## config.mk

```make
export PLATFORM = sky130hd
export DESIGN_NAME = add_serial_n
export DESIGN_NICKNAME = d
export VERILOG_FILES = /design/src/rtl/add_serial_n.sv
export SDC_FILE = /design/constraint.sdc
export NUM_CORES = 1
export LEC_CHECK = 0
export CORE_MARGIN = 5
export CORE_UTILIZATION = 52
export DETAILED_ROUTE_END_ITERATION = 10
export GPL_ROUTABILITY_DRIVEN = 0
export HOLD_SLACK_MARGIN = 0.12
export PLACE_DENSITY_LB_ADDON = 0.12
export SYNTH_ARGS = -nofsm -noshare
export SYNTH_HDL_FRONTEND = slang
export SYNTH_SLANG_ARGS = --single-unit
```

## constraint.sdc

```tcl
create_clock -name clk -period 1.8 [get_ports clk]
set_input_delay 0.36 -clock clk [delete_from_list [all_inputs] [get_ports clk]]
set_output_delay 0.36 -clock clk [all_outputs]
set_load 0.02 [all_outputs]
```

## src/rtl/add_serial_n.sv

```systemverilog
// -----------------------------------------------------------------------------
// add_serial_n
// Multi-cycle adder/subtractor. A WIDTH-bit operation is carried out DIGIT bits
// per clock through a single DIGIT-bit ripple stage, with a start/ready/done
// handshake. Results are registered and held until the next completion.
//
// Parameters
//   WIDTH  operand/result width; must be a multiple of DIGIT
//   DIGIT  bits processed per clock, 1..WIDTH
//
// Ports
//   clk    rising-edge clock
//   rst    asynchronous, active-high reset
//   start  request an operation; taken only when ready=1
//   Sub    0: S = A + B + Cin, 1: S = A - B (sampled with start)
//   A, B   operands, sampled on the accepting edge
//   Cin    carry-in for add mode, sampled on the accepting edge
//   ready  start will be accepted (IDLE or DONE)
//   busy   operation in progress (RUN)
//   done   one-cycle pulse: S/Cout/V are new
//   S      registered result
//   Cout   carry out of the MSB (in Sub mode 1 = no borrow)
//   V      signed overflow
// -----------------------------------------------------------------------------
module add_serial_n #(
  parameter int WIDTH = 8,
  parameter int DIGIT = 1
) (
  input  logic             clk,
  input  logic             rst,
  input  logic             start,
  input  logic             Sub,
  input  logic [WIDTH-1:0] A,
  input  logic [WIDTH-1:0] B,
  input  logic             Cin,
  output logic             ready,
  output logic             busy,
  output logic             done,
  output logic [WIDTH-1:0] S,
  output logic             Cout,
  output logic             V
);

  localparam int N     = WIDTH / DIGIT;
  localparam int CNT_W = (N > 1) ? $clog2(N) : 1;
  localparam logic [CNT_W-1:0] LAST = CNT_W'(N - 1);

  typedef enum logic [1:0] {IDLE, RUN, DONE} state_t;

  state_t           state;
  logic [WIDTH-1:0] a_sh;
  logic [WIDTH-1:0] b_sh;
  logic [WIDTH-1:0] res_sh;
  logic             carry;
  logic [CNT_W-1:0] cnt;
  // Low for the first edge after reset release so a start presented on that
  // edge is ignored.
  logic             armed;

  // One DIGIT-bit ripple stage.
  logic [DIGIT-1:0]       a_dig;
  logic [DIGIT-1:0]       b_dig;
  logic [DIGIT-1:0]       sum_dig;
  logic                   carry_out;
  logic                   carry_msb;
  logic [WIDTH+DIGIT-1:0] res_cat;

  // NOTE: every signal assigned in always_comb gets a value on every path
  // (here unconditionally) so no latch can be inferred.
  always_comb begin
    a_dig                = a_sh[DIGIT-1:0];
    b_dig                = b_sh[DIGIT-1:0];
    {carry_out, sum_dig} = {1'b0, a_dig} + {1'b0, b_dig} + {{DIGIT{1'b0}}, carry};
    // Carry into the top bit of this digit, recovered from its sum bit. On the
    // last digit that is the carry into bit WIDTH-1.
    carry_msb            = a_dig[DIGIT-1] ^ b_dig[DIGIT-1] ^ sum_dig[DIGIT-1];
    // New digit enters the result shifter from the top; the concatenation keeps
    // the slice legal even when DIGIT == WIDTH.
    res_cat              = {sum_dig, res_sh};
  end

  // NOTE: sequential state uses non-blocking assignments so every register
  // samples pre-edge values regardless of statement order.
  always_ff @(posedge clk or posedge rst) begin
    if (rst) begin
      state  <= IDLE;
      a_sh   <= '0;
      b_sh   <= '0;
      res_sh <= '0;
      carry  <= 1'b0;
      cnt    <= '0;
      armed  <= 1'b0;
      ready  <= 1'b1;
      busy   <= 1'b0;
      done   <= 1'b0;
      S      <= '0;
      Cout   <= 1'b0;
      V      <= 1'b0;
    end else begin
      armed <= 1'b1;
      done  <= 1'b0;
      case (state)
        IDLE, DONE: begin
          if (start && armed) begin
            a_sh  <= A;
            b_sh  <= Sub ? ~B : B;
            carry <= Sub ? 1'b1 : Cin;
            cnt   <= '0;
            state <= RUN;
            busy  <= 1'b1;
            ready <= 1'b0;
          end else begin
            state <= IDLE;
          end
        end
        RUN: begin
          a_sh   <= a_sh >> DIGIT;
          b_sh   <= b_sh >> DIGIT;
          res_sh <= res_cat[WIDTH+DIGIT-1:DIGIT];
          carry  <= carry_out;
          cnt    <= cnt + CNT_W'(1);
          if (cnt == LAST) begin
            S     <= res_cat[WIDTH+DIGIT-1:DIGIT];
            Cout  <= carry_out;
            V     <= carry_msb ^ carry_out;
            done  <= 1'b1;
            busy  <= 1'b0;
            ready <= 1'b1;
            state <= DONE;
          end
        end
        default: begin
          state <= IDLE;
          busy  <= 1'b0;
          ready <= 1'b1;
        end
      endcase
    end
  end

endmodule

```

**After elaboration in Yosys (flattened, before gate mapping)**

Cells that the tools add are included.

- Register bits: 44
- Input bits: 21
- Output and inout port bits: 13
- Word-level logic and storage cells: 53

- Add/sub/neg operators: 3
- Equal/unequal tests: 5
- Muxes and demuxes: 21
- Bitwise operators: 4
- Reduce and logical (&&, ||, !) cells: 7

Operators by type and width:

| cell | count |
|---|---|
| $pmux 8 s2 | 2 |
| $mux 8 | 3 |
| $mux 1 | 9 |
| $not 8->8 | 1 |
| $pmux 1 s2 | 3 |
| $pmux 3 s2 | 1 |
| $reduce_and 2->1 | 3 |
| $ne 2x2->1 const B | 2 |
| $pmux 2 s2 | 1 |
| $add 3x1->3 const B | 1 |
| $eq 3x3->1 const B | 1 |
| $mux 3 | 1 |
| $xor 1x1->1 | 3 |
| $add 1x1->2 | 1 |
| $add 2x1->2 | 1 |
| $eq 2x1->1 const B | 1 |
| $eq 2x2->1 const B | 1 |
| $logic_not 2->1 | 1 |
| $mux 2 | 1 |
| $reduce_bool 2->1 | 1 |
| $reduce_or 2->1 | 1 |
| $logic_and 1x1->1 | 1 |

**Longest topological paths before layout**

- Depth after elaboration: 4
- Gate-level depth with buffers: 6
- Mapped depth without buffers: 5

**Worst setup path before layout**

Ideal clock, no wire load.

- Kind: register to register
- Start point: register cnt[0]
- End point: register Cout
- Library setup time: 125 ps
- Arrival: 1423 ps
- Required time: 1675 ps
- Slack: 252 ps
- Cell stages (with the launch flop): 6
- Buffers on the path: 1
- Period minus slack after synthesis: 1548 ps
- Cells stage by stage: dfrtp_1 > ha_1 > ha_1 > nand3b_4 > buf_2 > mux2_2

- Word-level cells in the longest chain between the ends: 2

Ends and longest elaborated chain:

| item | RTL line | source |
|---|---|---|
| start, declared | 55 | `logic [CNT_W-1:0] cnt;` |
| start signal, assigned | 121 | `cnt <= cnt + CNT_W'(1);` |
| $eq 3x3->1 | 122 | `if (cnt == LAST) begin` |
| $reduce_and 2->1 (no source line) | n/a |  |
| end signal, assigned | 124 | `Cout <= carry_out;` |
| end, declared | 40 | `output logic Cout,` |

No other way between the ends.
A chain may end at the register's enable or synchronous reset.

**Worst setup path in the final report**

- Start point: register busy
- End point: output busy

RTL lines:

| item | RTL line | source |
|---|---|---|
| start, declared | 37 | `output logic busy,` |
| start signal, assigned | 94 | `busy <= 1'b0;` |
| start signal, assigned | 110 | `busy <= 1'b1;` |
| start signal, assigned | 127 | `busy <= 1'b0;` |

No word-level cell between the ends.

==> reports/summary.txt <==
Die width: 71.1 um
Pre-antenna DRT Iters: 4
Pwr Total: 3.94 mW
Synth-to-layout area growth: 23.8%
Diodes inserted: 0
GRT overflow: 0
Post-synth top area cell: dfrtp_1
Fin crit period: 1630 ps
Reg clk slew, reported paths: 80 ps
Die Ht: 71.1 um
Filler instances: 330
Syn. warnings: 0
Worst Max-Slew Pin Slew: 506 ps
# IOs: 34
Core ar.: 3630 um2
Post-CTS Setup Bufs: 0
Max Cap Viol: 0
Syn Area/Cell: 11.2 um2
Crit path max-delay family: buffers and inverters
CTS tree: done
Nets: 235
Comb pwr share: 42.0%
CP Data Arrival Time: 1270 ps
Initial Utilization: 53.4%
Worst Hold Class: input pin to asynchronous set/reset pin
FMAX: 612 MHz
Hold buffers post-CTS: 0
All-Layer GR Usage: 14.6%
Final core occ: 66.2%
CP peak stage delay: 610 ps
Clock buffer depth: 2
First-pass GRT wire length: 5.84 mm
Psw: 1.44 mW
Largest net degree at the start of global routing: 24
WHS: 420 ps
ANT nets after route: 0
Synth Instances: 173
Sum of negative setup slack: 0 ps
Post-synthesis cell area: 1940 um2
Num CTS Buffers: 5
Clock Tree Root: clkbuf_8
Iter 0 DRT Violations: 58
Power Internal: 2.51 mW
Max VDD drop: 0.840 mV
Critical path class: flip-flop to output pin
Cell Chain, Critical Path: clkdlybuf4s50_1
Final setup viols: 0
Worst-path maximum fanout: 3
RSZ-0062 raised after global routing: no
Clk Latency, worst-skew pair: 290 ps
Synth cell types: 29
Worst setup SP type: flip-flop
Layout Skew: 6.65 ps
Max stage delay cell, worst path: clkdlybuf4s50_1
Critical Path RT: 1440 ps
Avg WL per Cell: 13.2 um
Most common cell after layout, fill and taps aside: dfrtp_1
Vias per cell: 5.23
Met3 routed WL: 192 um
Max-slew violations: 0
Post-CTS Resized: 1
Sw frac: 36.4%
Post-synthesis sequential area ratio: 55.5%
Max H-tree Level: 2
Top Metal Used: met4
Final HPWL DP: 2.61 mm
Status: finished, final reports clean
Pwr dens: 1640 nW/um2
Lkg Pwr: 1.13 nW
Top-area cell type share of the netlist area: 54.1%
WL final: 3.44 mm
Clk sinks: 43
Port bufs: 33
Via count: 1,360
Sequential power share: 43.3%
Die area: 5060 um2
# rows: 22
WP buf/inv: 1
Register bit total from synthesis: 43
Clock power share: 14.7%
Commonest non-fill, non-tap cells in the layout: dfrtp_1 (42), clkdlybuf4s50_1 (32), nand2_1 (30)
Crit path capture type: output pin
Met2 WL: 1.69 mm
Initial antenna violation count: 0
Syn_nets: 197
Number of global-route vias before repair: 1,331
Slew HR: 66.3%
Share of cells above drive strength 1: 14.2%
Dominant cells by area after synthesis: dfrtp_1 (54%), nand2_1 (5.8%), mux2_2 (5.2%)
Final hold violation count: 0
DR DRC count: 0
Period utilization: 90.8%
WL met1: 1.52 mm
## Yosys cell counts (all sizes together)
cell type,instances
a211oi,5
a21oi,6
a221o,8
and2b,1
and3,4
and3b,1
buf,8
clkbuf,2
conb,1
dfrtp,42
dfstp,1
fa,1
ha,2
inv,3
mux2,9
mux2i,4
nand2,30
nand2b,1
nand3,4
nand3b,2
nor2,16
nor3,4
o21ai,4
o22ai,3
xnor2,11
## metrics by stage
stage                     cell area, um2  instances  setup slack [ps]
final                               2400        260               165
after global routing                2400        260               117
after CTS                           2400        260               147
after detailed placement            2320        252              99.8
after global placement              2320        252               145
after floorplan                     1940        173               252
## area by class of cell
class	instances	area [um2]	area share, %
Clock inverter	3	15.0	0.624
Multi-Input combinational cell	117	783	32.6
Timing Repair Buffer	41	389	16.2
Tap cell	48	60.1	2.50
Inverter	3	11.3	0.468
Clock buffer	5	68.8	2.86
Sequential cell	43	1080	44.8
## routing by layer
metal  up-vias  GRT usage (%)
met5         -              0
met4         0           4.38
met3         6           5.11
met2        35           23.9
met1       653           18.2
li1        666              -
## state kept, by name, summed over array words and instances, names as in the netlist
signal  cells
cnt         3
armed       1
b_sh        8
ready       1
carry       1
done        1
a_sh        8
S           8
Cout        1
state       2
res_sh      7
V           1
busy        1
## power groups by stage
stage / clock (mW) / combinational (mW) / sequential, mW
after floorplan: 0 / 1.11 / 1.77
after global placement: 0 / 1.63 / 1.70
after detailed placement: 0 / 1.70 / 1.72
after CTS: 0.597 / 1.69 / 1.71
after global routing: 0.637 / 1.84 / 1.76
final: 0.581 / 1.65 / 1.71
## worst register-to-register path: stages, from the launching register on
cell and delay [ps]:
dfrtp_1 410, ha_1 210, ha_1 260, nand3b_4 200
mux2_2 370
## final timing paths
path / startpoint / to / slack, ps / cells past startpoint
setup / recovery: busy / busy / 170 / 1
hold / removal: rst / b_sh[0] / 420 / 3
setup reg to reg: cnt[0] / S[4] / 240 / 4
hold reg to reg: res_sh[1] / res_sh[1] / 480 / 2
max in group asynchronous: rst / ready / 1110 / 3
min in group clk: res_sh[1] / res_sh[1] / 480 / 2
## cells by family after synthesis
family,after synthesis,synth area share (%)
compound gates,26,9.60
xor+xnor,11,4.96
fa+ha+maj,3,2.32
buf+inv,13,4.19
flops,43,55.5
mux,13,7.28
other cells,1,0.193
simple gates,63,16.0
Power figures use the tool's default switching activity.
